**src/rtl/lcm_pkg.sv**
```systemverilog
// Shared definitions for the LCM calculator.
//   state_t   : controller state encoding (IDLE, DIV, MUL)
//   OP_W      : operand width (A, B, gcd, quotient, remainder)
//   RES_W     : result / accumulator width
//   STEPS     : iterations per datapath phase (one per operand bit)
//   CNT_W     : width of the step counters
//   LAST_STEP : step counter value of the final iteration in a phase
package lcm_pkg;

   localparam int OP_W  = 12;
   localparam int RES_W = 24;
   localparam int STEPS = 12;
   localparam int CNT_W = 4;

   localparam logic [CNT_W-1:0] LAST_STEP = CNT_W'(STEPS - 1);

   typedef enum logic [1:0] {
      IDLE = 2'd0,
      DIV  = 2'd1,
      MUL  = 2'd2
   } state_t;

endpackage

```
**src/rtl/lcm_calc_div_restore.sv**
```systemverilog
// Sequential restoring divider, one quotient bit per clock.
//   clk, clr_n : clock, asynchronous active-low clear
//   start      : latch dividend/divisor and begin (must not be issued
//                with divisor = 0)
//   dividend   : OP_W-bit numerator
//   divisor    : OP_W-bit denominator
//   done       : high during the cycle whose rising edge performs the
//                final step; quotient/remainder are final after that edge
//   quotient   : OP_W-bit quotient (holds until the next start)
//   remainder  : OP_W-bit remainder (holds until the next start)
module div_restore
   import lcm_pkg::*;
(
   input  logic            clk,
   input  logic            clr_n,
   input  logic            start,
   input  logic [OP_W-1:0] dividend,
   input  logic [OP_W-1:0] divisor,
   output logic            done,
   output logic [OP_W-1:0] quotient,
   output logic [OP_W-1:0] remainder
);

   logic             run_reg;
   logic [CNT_W-1:0] cnt_reg;
   // Dividend bits shift out of the top while quotient bits shift in.
   logic [OP_W-1:0]  dq_reg;
   logic [OP_W-1:0]  rem_reg;
   logic [OP_W-1:0]  dvs_reg;

   logic [OP_W:0]    rem_shift;
   logic [OP_W-1:0]  rem_diff;
   logic             fits;

   // Partial remainder is always below the divisor, so once the trial
   // subtraction succeeds the result fits in OP_W bits and modulo
   // arithmetic on the low bits is exact.
   always_comb begin
      rem_shift = {rem_reg, dq_reg[OP_W-1]};
      fits      = (rem_shift >= {1'b0, dvs_reg});
      rem_diff  = rem_shift[OP_W-1:0] - dvs_reg;
   end

   always_ff @(posedge clk or negedge clr_n) begin
      if (!clr_n) begin
         run_reg <= 1'b0;
         cnt_reg <= '0;
         dq_reg  <= '0;
         rem_reg <= '0;
         dvs_reg <= '0;
      end else if (start) begin
         run_reg <= 1'b1;
         cnt_reg <= '0;
         dq_reg  <= dividend;
         rem_reg <= '0;
         dvs_reg <= divisor;
      end else if (run_reg) begin
         dq_reg  <= {dq_reg[OP_W-2:0], fits};
         rem_reg <= fits ? rem_diff : rem_shift[OP_W-1:0];
         cnt_reg <= cnt_reg + 1'b1;
         if (cnt_reg == LAST_STEP) begin
            run_reg <= 1'b0;
         end
      end
   end

   assign done      = run_reg && (cnt_reg == LAST_STEP);
   assign quotient  = dq_reg;
   assign remainder = rem_reg;

endmodule

```
**src/rtl/lcm_calc.sv**
```systemverilog
// LCM calculator: lcm = (A / gcd) * B using a restoring divider followed
// by an inline shift-add multiplier. gcd comes from an upstream engine;
// a nonzero remainder of A/gcd flags the inputs as inconsistent via err.
//   clk, clr_n : clock, asynchronous active-low clear
//   start      : request, accepted only while busy = 0
//   A, B, gcd  : 12-bit unsigned operands, sampled on the accepting edge
//   busy       : high while a computation is in progress
//   lcm        : 24-bit result, holds until the next result is written
//   lcm_valid  : one-cycle pulse marking a new lcm value
//   err        : error qualifier, meaningful only with lcm_valid
module lcm_calc
   import lcm_pkg::*;
(
   input  logic             clk,
   input  logic             clr_n,
   input  logic             start,
   input  logic [OP_W-1:0]  A,
   input  logic [OP_W-1:0]  B,
   input  logic [OP_W-1:0]  gcd,
   output logic             busy,
   output logic [RES_W-1:0] lcm,
   output logic             lcm_valid,
   output logic             err
);

   state_t           state_reg, state_next;
   logic             div_start;
   logic             mul_last;
   logic             div_done;
   logic [OP_W-1:0]  quotient;
   logic [OP_W-1:0]  remainder;

   logic [CNT_W-1:0] mul_cnt_reg;
   logic [RES_W-1:0] mcand_reg;
   logic [RES_W-1:0] acc_reg;
   logic [RES_W-1:0] acc_next;

   div_restore u_div (
      .clk       (clk),
      .clr_n     (clr_n),
      .start     (div_start),
      .dividend  (A),
      .divisor   (gcd),
      .done      (div_done),
      .quotient  (quotient),
      .remainder (remainder)
   );

   always_ff @(posedge clk or negedge clr_n) begin
      if (!clr_n) begin
         state_reg <= IDLE;
      end else begin
         state_reg <= state_next;
      end
   end

   always_comb begin
      state_next = state_reg;
      div_start  = 1'b0;
      mul_last   = 1'b0;
      case (state_reg)
         IDLE: begin
            // Zero operands and gcd = 0 are resolved in IDLE in one cycle.
            if (start && (A != '0) && (B != '0) && (gcd != '0)) begin
               div_start  = 1'b1;
               state_next = DIV;
            end
         end
         DIV: begin
            if (div_done) begin
               state_next = MUL;
            end
         end
         MUL: begin
            if (mul_cnt_reg == LAST_STEP) begin
               mul_last   = 1'b1;
               state_next = IDLE;
            end
         end
         default: state_next = IDLE;
      endcase
   end

   // Multiplicand is pre-shifted each step, so the quotient bit selected
   // by the step counter decides whether it is added.
   assign acc_next = acc_reg + (quotient[mul_cnt_reg] ? mcand_reg : '0);

   always_ff @(posedge clk or negedge clr_n) begin
      if (!clr_n) begin
         mul_cnt_reg <= '0;
         mcand_reg   <= '0;
         acc_reg     <= '0;
         lcm         <= '0;
         lcm_valid   <= 1'b0;
         err         <= 1'b0;
      end else begin
         lcm_valid <= 1'b0;
         err       <= 1'b0;
         case (state_reg)
            IDLE: begin
               if (div_start) begin
                  mul_cnt_reg <= '0;
                  mcand_reg   <= {{(RES_W-OP_W){1'b0}}, B};
                  acc_reg     <= '0;
               end else if (start) begin
                  // Immediate result: err only when operands are nonzero,
                  // which here implies gcd = 0.
                  lcm       <= '0;
                  err       <= (A != '0) && (B != '0);
                  lcm_valid <= 1'b1;
               end
            end
            MUL: begin
               acc_reg     <= acc_next;
               mcand_reg   <= {mcand_reg[RES_W-2:0], 1'b0};
               mul_cnt_reg <= mul_cnt_reg + 1'b1;
               if (mul_last) begin
                  lcm       <= acc_next;
                  err       <= (remainder != '0);
                  lcm_valid <= 1'b1;
               end
            end
            default: ;
         endcase
      end
   end

   assign busy = (state_reg != IDLE);

endmodule

```
**config.mk**
```make
export PLATFORM = sky130hd
export DESIGN_NAME = lcm_calc
export DESIGN_NICKNAME = d
export VERILOG_FILES = /design/src/rtl/lcm_pkg.sv /design/src/rtl/lcm_calc_div_restore.sv /design/src/rtl/lcm_calc.sv
export SDC_FILE = /design/constraint.sdc
export NUM_CORES = 1
export LEC_CHECK = 0
export CORE_UTILIZATION = 60
export DETAILED_ROUTE_END_ITERATION = 12
export GPL_TIMING_DRIVEN = 0
export PLACE_DENSITY = 0.92
export SYNTH_ARGS = -nofsm -noshare
export SYNTH_HDL_FRONTEND = slang
export SYNTH_HIERARCHICAL = 1
export SYNTH_SLANG_ARGS = --single-unit
```
**constraint.sdc**
```tcl
create_clock -name clk -period 9.45 [get_ports clk]
set_clock_uncertainty 0.05 [all_clocks]
set_input_delay 1.89 -clock clk [delete_from_list [all_inputs] [get_ports clk]]
set_output_delay 1.89 -clock clk [all_outputs]
set_load 0.01 [all_outputs]
```
Word-level counts from Yosys, hierarchy flattened --
Cells that the tools add are included.
Word-level totals: ROM bits 0, register bits 121, bits in writable memories 0, output and inout bits 27, bits of input ports 39, logic and storage cells 84, latch bits 0, memories kept 0
Cells by class: eq/ne operators 11, order comparisons 2, mux-type cells 39, div/mod/pow operators 0, bitwise gates (word level) 0, shifts and indexed selects 0, reductions and logical operators 16, $mul 0, $add $sub $neg 4
Operators by type and width (count):
- $mux 24 | 6
- $pmux 24 s2 | 3
- $mux 12 | 5
- $reduce_bool 12->1 | 4
- $add 24x24->24 | 1
- $mux 1 | 14
- $ne 2x2->1 const B | 7
- $ge 13x12->1 | 1
- $mux 4 | 3
- $sub 12x12->12 | 1
- $add 4x1->4 const B | 2
- $eq 4x4->1 const B | 2
- $pmux 4 s2 | 1
- $mux 2 | 3
- $pmux 2 s3 | 1
- $reduce_bool 2->1 | 3
- $logic_and 1x1->1 | 5
- $lt 4x5->1 const B | 1
- $bmux 1 s4 | 1
- $pmux 1 s2 | 2
- $reduce_and 4->1 | 1
- $reduce_and 3->1 | 1
- $eq 2x1->1 const B | 1
- $eq 2x2->1 const B | 1
- other kinds (2) | 2

Depth between registers and ports, before layout --
Gate-level depths: netlist of the first run.
depth after elaboration 8, gate-level depth with buffers 13, mapped depth without buffers 12

Cells and area by module --
The synthesis of the first run kept the hierarchy.
By module, submodules not included:
- lcm_calc | times used 1, area an instance 4767.1 um^2, sequential area each 2001.9 um^2, cells each 506
- div_restore | times used 1, area an instance 2539.9 um^2, sequential area each 1026.0 um^2, cells each 272

Least setup slack after synthesis of the first run --
No wires, ideal clock.
kind flip-flop to flip-flop, from register mul_cnt_reg[1], to register lcm[16], required time 9.278 ns, stages on the path, launching flop included 13, buffers on the path 0, library setup time 0.122 ns, clock period less this slack 3.539 ns, path slack 5.911 ns, arrival 3.368 ns, path through dfrtp_1 > mux4_1 > mux2i_1 > o21ai_0 > and2_1 > ha_1 > fa_1 > a21o_1 > a221o_1 > nand4_2 > a21oi_1 > or3_1 > a32o_1
Between the ends: longest elaborated chain between the ends 6, elaborated cells on any way between the ends 11, classes of those cells add/sub: 1; eq/ne: 2; mux: 7; reduce/logical: 1
RTL lines:
- start, declared | line lcm_calc.sv:33 | logic [CNT_W-1:0] mul_cnt_reg;
- start signal, assigned | line lcm_calc.sv:116 | mul_cnt_reg <= mul_cnt_reg + 1'b1;
- $bmux 1 s4 | line lcm_calc.sv:86 | assign acc_next = acc_reg + (quotient[mul_cnt_reg] ? mcand_reg : '0);
- $mux 1 (not written as such) | line lcm_calc.sv:86
- $mux 24 | line lcm_calc.sv:86
- $add 24x24->24 | line lcm_calc.sv:86
- $mux 24 | line lcm_calc.sv:117 | if (mul_last) begin
- $pmux 24 s2 | line lcm_calc.sv:99 | case (state_reg)
- end signal, assigned | line lcm_calc.sv:118 | lcm <= acc_next;
- end, declared | line lcm_calc.sv:21 | output logic [RES_W-1:0] lcm,
Several ways; a longest one is shown, not always the timed one. The select of a mux whose other input is x is not followed. A chain may end at the register's enable or synchronous reset.

Final worst setup path of the first run --
from register mul_cnt_reg[1], to register acc_reg[16]
Between the ends: longest elaborated chain between the ends 5
RTL lines:
- $bmux 1 s4 | line lcm_calc.sv:86
- $mux 1 (not written as such) | line lcm_calc.sv:86
- $mux 24 | line lcm_calc.sv:86
- $add 24x24->24 | line lcm_calc.sv:86
- $pmux 24 s2 | line lcm_calc.sv:99
- end signal, assigned | line lcm_calc.sv:114 | acc_reg <= acc_next;
- end, declared | line lcm_calc.sv:35 | logic [RES_W-1:0] acc_reg;
No other way between the ends. The select of a mux whose other input is x is not followed.

==> run metrics, run 1 <==
status finished clean; Hold Vio Cnt, Final 0; RSZ-0062 raised after global routing no; Fin Setup TNS 0 ns; worst slew pin tran 1.13 ns; CTS tree done; most common cell after layout, fill and taps aside dfrtp_1; Synth Cell Area 7310 µm²; Clock Sinks 121; Post-synth EDFFs 0; crit start category flip-flop; P_leak 3.88 nW; crit share post-route 0.458; register area share after synthesis 0.414; YS warnings 6; DR vias 6566; Vias/cell 6.45; power density cells 139 nW/µm²; fin nets 941; part of the power in registers 0.425; worst hold path type flip-flop to flip-flop; post-layout min period 4.33 ns; CTS clock-pin slew for the worst setup and hold paths 0.05 ns; Post-Synthesis Cells 778; Iter 0 DRT Violations 681; dominant synthesized flop cell dfrtp_1; DRC Markers 0; pin count of the biggest net entering global routing 90; GP Congestion 0.949; share of layout cells above drive strength 1 0.0686; # fillers 810; Total GRT Usage 0.323; Final HPWL DP 13700 µm; H-tree depth 4; critical path class flip-flop to flip-flop; Antenna diodes 0; num ports 66; Placeable Area 11700 µm²; CTS Buf Count 17; Die Height 112 µm; maximum vdd drop 0.122 mV; Net Sw Frac 0.206; number of gates resized after cts 0; Clock Tree Root clkbuf_16; synthesized net count 856; worst path arrival time 4.59 ns; endpoints failing setup 0; number of I/O port buffers 65; Skew-Pair Late Insertion Delay 0.42 ns; Row Count 39; hold_buf cts 0; number of global-route vias before repair 6455; Avg Cell Area, Syn 9.39 µm²; Slew Viols, Final 0; first-pass GRT wire length 31600 µm; slew margin rel. 0.246; initial antenna violation count 0; die area 12600 µm²; first-pass iteration count of the detailed router 6; utilization after layout 0.752; Worst Setup End Kind flip-flop; ANT nets after route 0; Comb pwr share 0.027; Clock power frac 0.548; async set-or-reset flop fraction in the synthesized netlist 1.00; fmax 0.231 GHz; CP Launch Point mul_cnt_reg[1]$_DFFE_PN0P_; # Max-Cap Violations 0; hold_sp lcm[12]$_DFFE_PN0P_; CTS max path bufs 2; worst reg2reg path startpoint mul_cnt_reg[1]$_DFFE_PN0P_; initial core utilization 0.627; worst-path maximum fanout 10; # Post-CTS Setup Buffers 0; Die W 112 µm; final wirelength 19300 µm; post-synth cell types 73; Area Growth Syn to Fin 20.1%; Internal 0.970 mW; total global routing overflow 0; Yosys reg bits 121; P_sw 0.251 mW; most frequent cells in the layout dfrtp_1, nand2_1, o21ai_0; Crit path required time 9.71 ns; post-DR wirelength/cell 18.9 µm
==> path summary, 6_finish.rpt <==
check,endpoint,slack [ns],depth (start not counted)
worst max-delay path,acc_reg[16]$_DFFE_PN0P_,5.12,12
worst min-delay path,lcm[12]$_DFFE_PN0P_,0.43,2
worst max register to register,acc_reg[16]$_DFFE_PN0P_,5.12,12
worst min register to register,lcm[12]$_DFFE_PN0P_,0.43,2
max in group asynchronous,u_div/quotient[8]$_DFFE_PN0P_,7.32,2
min in group asynchronous,acc_reg[3]$_DFFE_PN0P_,1.29,1
==> synthesized netlist by cell type (all sizes together), types with 8 or more instances <==
cell type | number | area share
dfrtp | 121 | 0.41
nand2 | 107 | 0.055
o21ai | 77 | 0.053
ha | 37 | 0.063
nor2 | 36 | 0.018
a21oi | 30 | 0.023
clkbuf | 28 | 0.014
and2 | 27 | 0.023
mux2i | 27 | 0.037
inv | 24 | 0.012
a21o | 21 | 0.022
nand3 | 21 | 0.014
a22o | 18 | 0.022
xnor2 | 17 | 0.020
nor4 | 16 | 0.014
o31ai | 12 | 0.012
and3 | 10 | 0.0092
buf | 9 | 0.0070
or3 | 9 | 0.0077
a211oi | 8 | 0.0089
a31oi | 8 | 0.0068
a32o | 8 | 0.011
nand2b | 8 | 0.0079
nor3 | 8 | 0.0055
==> kinds of logic after synthesis <==
logic type | count (synthesis) | synth area share
AO/OA/AOI/OAI | 232 | 0.220
XOR/XNOR | 23 | 0.0276
adder cells (fa/ha/maj) | 39 | 0.0688
buffers and inverters | 61 | 0.0337
flip-flops | 121 | 0.414
multiplexers | 33 | 0.0524
AND/OR/NAND/NOR | 269 | 0.183
==> metal layers <==
metal	global-route usage	up-vias	wire length (µm)
met5	0	-	0
met4	0.153	0	592
met3	0.0729	52	1310
met2	0.541	290	9470
met1	0.398	3187	7910
li1	-	3037	-
==> metrics by stage <==
stage / instance area [µm²] / cells / hold WS, ns / power, mW / worst slack (ns)
after floorplan: 7310 / 778 / 0.402 / 0.530 / 5.91
after global placement: 8140 / 986 / 0.411 / 0.559 / 1.95
after detailed placement: 8170 / 987 / 0.417 / 0.561 / 4.87
after CTS: 8780 / 1018 / 0.433 / 1.22 / 5.19
after global routing: 8780 / 1018 / 0.446 / 1.25 / 4.91
final: 8780 / 1018 / 0.426 / 1.22 / 5.12
==> power groups by stage <==
| stage | logic [mW] | registers (mW) | clock network [mW] |
|---|---|---|---|
| finish | 0.0331 | 0.519 | 0.669 |
| global route | 0.0361 | 0.518 | 0.691 |
| CTS | 0.0335 | 0.519 | 0.668 |
| detailed placement | 0.0332 | 0.528 | 0 |
| global placement | 0.0313 | 0.528 | 0 |
| floorplan | 0.00215 | 0.528 | 0 |
==> critical path, stage by stage, from the launching register on <==
cell and delay, ns:
dfrtp_1 0.47, mux4_1 0.59, mux2i_1 0.22, o21ai_0 0.34, clkbuf_1 0.29, and2_1 0.20
ha_1 0.33, a21oi_1 0.21, o21ai_0 0.14, a32oi_1 0.53, a21oi_1 0.17, or3_1 0.40
a32o_1 0.27
==> area by class of cell <==
| type | instances | area [µm²] | share of cell area |
|---|---|---|---|
| repair buffers | 66 | 679 | 0.0774 |
| well taps | 143 | 179 | 0.0204 |
| multi-input cells | 596 | 4030 | 0.460 |
| clock buffers | 25 | 526 | 0.0599 |
| plain buffers | 37 | 156 | 0.0178 |
| inverters | 24 | 90.1 | 0.0103 |
| flip-flops and latches | 121 | 3030 | 0.345 |
| clock inverters | 6 | 85.1 | 0.00969 |
(Power assumes the default switching activity.)
==> run 2, diff against run 1 <==
Settings changed: CORE_UTILIZATION 60 to 58, PLACE_DENSITY 0.92 to 0.89.
Clock period 9.45 ns to 4.2 ns, I/O delays scaled along.
==> run 2 against run 1 <==
  * Worst hold slack worse by 0.20 ns
  * Final area shrank 0.57%
  * Non-clock buffer count fell by 1
  * Setup slack lost 4.9 ns
  * Combinational power increased by 120%
  * Routed wire length down 4.3%
  * Sequential share of layout area increased by 0.20 points
  * Critical path type unchanged
  * Clock power rose by 94%
==> run metrics, run 2 (synthesized netlist as in run 1, its figures left out) <==
utilization after layout 0.717 (was 0.752); CTS Buf Count 17 (unchanged); Slew Viols, Final 0 (unchanged); maximum vdd drop 0.301 mV (was 0.122 mV); Clock Sinks 121 (unchanged); initial core utilization 0.601 (was 0.627); fin nets 940 (was 941); Worst Setup End Kind flip-flop (unchanged); most frequent cells in the layout dfrtp_1, nand2_1, o21ai_0 (unchanged); Power, Total 2.54 mW (was 1.22 mW); pin count of the biggest net entering global routing 93 (was 90); first-pass iteration count of the detailed router 5 (was 6); CTS max path bufs 2 (unchanged); GP Congestion 0.946 (was 0.949); slew margin rel. 0.224 (was 0.246); fin area 8730 µm² (was 8780 µm²); final wirelength 18500 µm (was 19300 µm); R2R depth 12 (unchanged); Row Count 40 (was 39); ANT nets after route 0 (unchanged); most common cell after layout, fill and taps aside dfrtp_1 (unchanged); num ports 66 (unchanged); P_leak 3.83 nW (was 3.88 nW); CP max stage delay 0.57 ns (was 0.59 ns); DP Cell Count 1012 (was 987); worst path arrival time 4.28 ns (was 4.59 ns); endpoints failing setup 0 (unchanged); area occupied by multi-input gates 4040 µm² (was 4030 µm²); Die W 114 µm (was 112 µm); dpl ws 0.0710 ns (was 4.87 ns); Crit path required time 4.46 ns (was 9.71 ns); CTS clock-pin slew for the worst setup and hold paths 0.06 ns (was 0.05 ns); Non-Filler Instances 1042 (was 1018); Clock Tree Root clkbuf_16 (unchanged); Die Height 114 µm (was 112 µm); post-layout min period 4.02 ns (was 4.33 ns); DP Area 8200 µm² (was 8170 µm²); reg-to-reg setup timing slack 0.18 ns (was 5.12 ns); crit share post-route 0.956 (was 0.458); worst path cell trace mux4_1, mux2i_1, o21ai_1, and2_1, ha_1, fa_1, a21o_1, a221o_1, nand4_2, a21oi_1, or3_1, a32o_1 (was mux4_1, mux2i_1, o21ai_0, clkbuf_1, and2_1, ha_1, a21oi_1, o21ai_0, a32oi_1, a21oi_1, or3_1, a32o_1); DR vias 6505 (was 6566); CTS tree done (unchanged); RSZ-0062 raised after global routing no (unchanged); post-DR wirelength/cell 17.7 µm (was 18.9 µm); H-tree depth 4 (unchanged); first-pass GRT wire length 30900 µm (was 31600 µm); number of gates resized after cts 0 (unchanged); Total GRT Usage 0.308 (was 0.323); M2 GR Usage 0.491 (was 0.541); worst-path maximum fanout 6 (was 10); Worst Hold Slack 0.231 ns (was 0.426 ns); Register Area 3030 µm² (unchanged); met3 usage 0.0561 (was 0.0729); fmax 0.249 GHz (was 0.231 GHz); Hold Vio Cnt, Final 0 (unchanged); Skew-Pair Late Insertion Delay 0.43 ns (was 0.42 ns); met1 Track Usage GR 0.398 (about the same); crit start category flip-flop (unchanged); initial antenna violation count 0 (unchanged); # fillers 899 (was 810); number of I/O port buffers 65 (unchanged); Iter 0 DRT Violations 565 (was 681); # Max-Cap Violations 0 (unchanged); share of layout cells above drive strength 1 0.0675 (was 0.0686); total global routing overflow 0 (unchanged); hold_buf cts 0 (unchanged); power density cells 291 nW/µm² (was 139 nW/µm²); critical path class flip-flop to flip-flop (unchanged); Antenna diodes 0 (unchanged); die area 13100 µm² (was 12600 µm²); Area Growth Syn to Fin 19.4% (was 20.1%); GRT busiest layer met2 (unchanged); Fin Setup TNS 0 ns (unchanged); slowest CP cell mux4_1 (unchanged); final worst setup slack 0.184 ns (was 5.12 ns); Placeable Area 12200 µm² (was 11700 µm²); worst hold path type primary input to asynchronous set/reset pin (was flip-flop to flip-flop); DRC Markers 0 (unchanged); # Post-CTS Setup Buffers 0 (unchanged); worst slew pin tran 1.16 ns (was 1.13 ns); status finished clean (unchanged); Final HPWL DP 13500 µm (was 13700 µm); worst reg2reg path endpoint acc_reg[16]$_DFFE_PN0P_ (unchanged); worst reg2reg path startpoint mul_cnt_reg[1]$_DFFE_PN0P_ (unchanged); number of global-route vias before repair 6356 (was 6455); Vias/cell 6.24 (was 6.45)
==> run 2: worst max path at each step <==
stage                                     startpoint                             to  cells after the start
after global routing      mul_cnt_reg[1]$_DFFE_PN0P_            lcm[16]$_DFFE_PN0P_                     12
after global placement                         clr_n  u_div/quotient[6]$_DFFE_PN0P_                      1
after detailed placement  mul_cnt_reg[1]$_DFFE_PN0P_        acc_reg[16]$_DFFE_PN0P_                     12
after floorplan           mul_cnt_reg[1]$_DFFE_PN0P_            lcm[16]$_DFFE_PN0P_                     12
final                     mul_cnt_reg[1]$_DFFE_PN0P_        acc_reg[16]$_DFFE_PN0P_                     12
after CTS                 mul_cnt_reg[1]$_DFFE_PN0P_        acc_reg[16]$_DFFE_PN0P_                     12
==> run 2: power by group <==
part           internal, mW  switching (mW)  leakage (nW)
registers              1.17               0          1.38
clock network         0.789           0.512         0.255
logic                0.0370          0.0371          2.20
==> run 2: cell type report <==
class,instances,area share
Buffer,36,0.0175
Clock inverter,8,0.00545
Clock buffer,23,0.0548
Sequential cell,121,0.347
Tap cell,168,0.0241
Inverter,24,0.0103
Timing Repair Buffer,66,0.0779
Multi-Input combinational cell,596,0.463
==> run 2: worst max-delay path, delay by kind of cell, from the launching register on <==
kind	cells	cell delay, ns
flip-flops	1	0.46
AND/OR/NAND/NOR	3	0.84
multiplexers	2	0.77
adder cells (fa/ha/maj)	2	0.63
AO/OA/AOI/OAI	5	1.15
==> run 2: routing by layer <==
metal | routed length [µm] | vias to the layer above | share of wire
li1 | - | 3056 | -
met4 | 657 | 0 | 0.036
met2 | 8760 | 262 | 0.47
met5 | 0 | - | 0
met1 | 7970 | 3131 | 0.43
met3 | 1080 | 56 | 0.058
==> run 3, diff against run 2 <==
Settings changed: CORE_UTILIZATION 58 to 60, PLACE_DENSITY 0.89 to 0.92.
Clock period 4.2 ns to 5 ns, I/O delays scaled along.
==> results of run 3 <==
The final DEF is identical to that of run 1. Status: finished clean.
Among the figures that moved: setup slack after placement 4.87 ns -> 0.794 ns; clock-pin slew on the worst setup and hold paths 0.05 ns -> 0.06 ns; setup slack after layout 5.12 ns -> 0.667 ns; hold slack 0.426 ns -> 0.398 ns; register-to-register setup slack 5.12 ns -> 0.67 ns; total power 1.22 mW -> 2.31 mW; worst IR drop on VDD 0.122 mV -> 0.231 mV
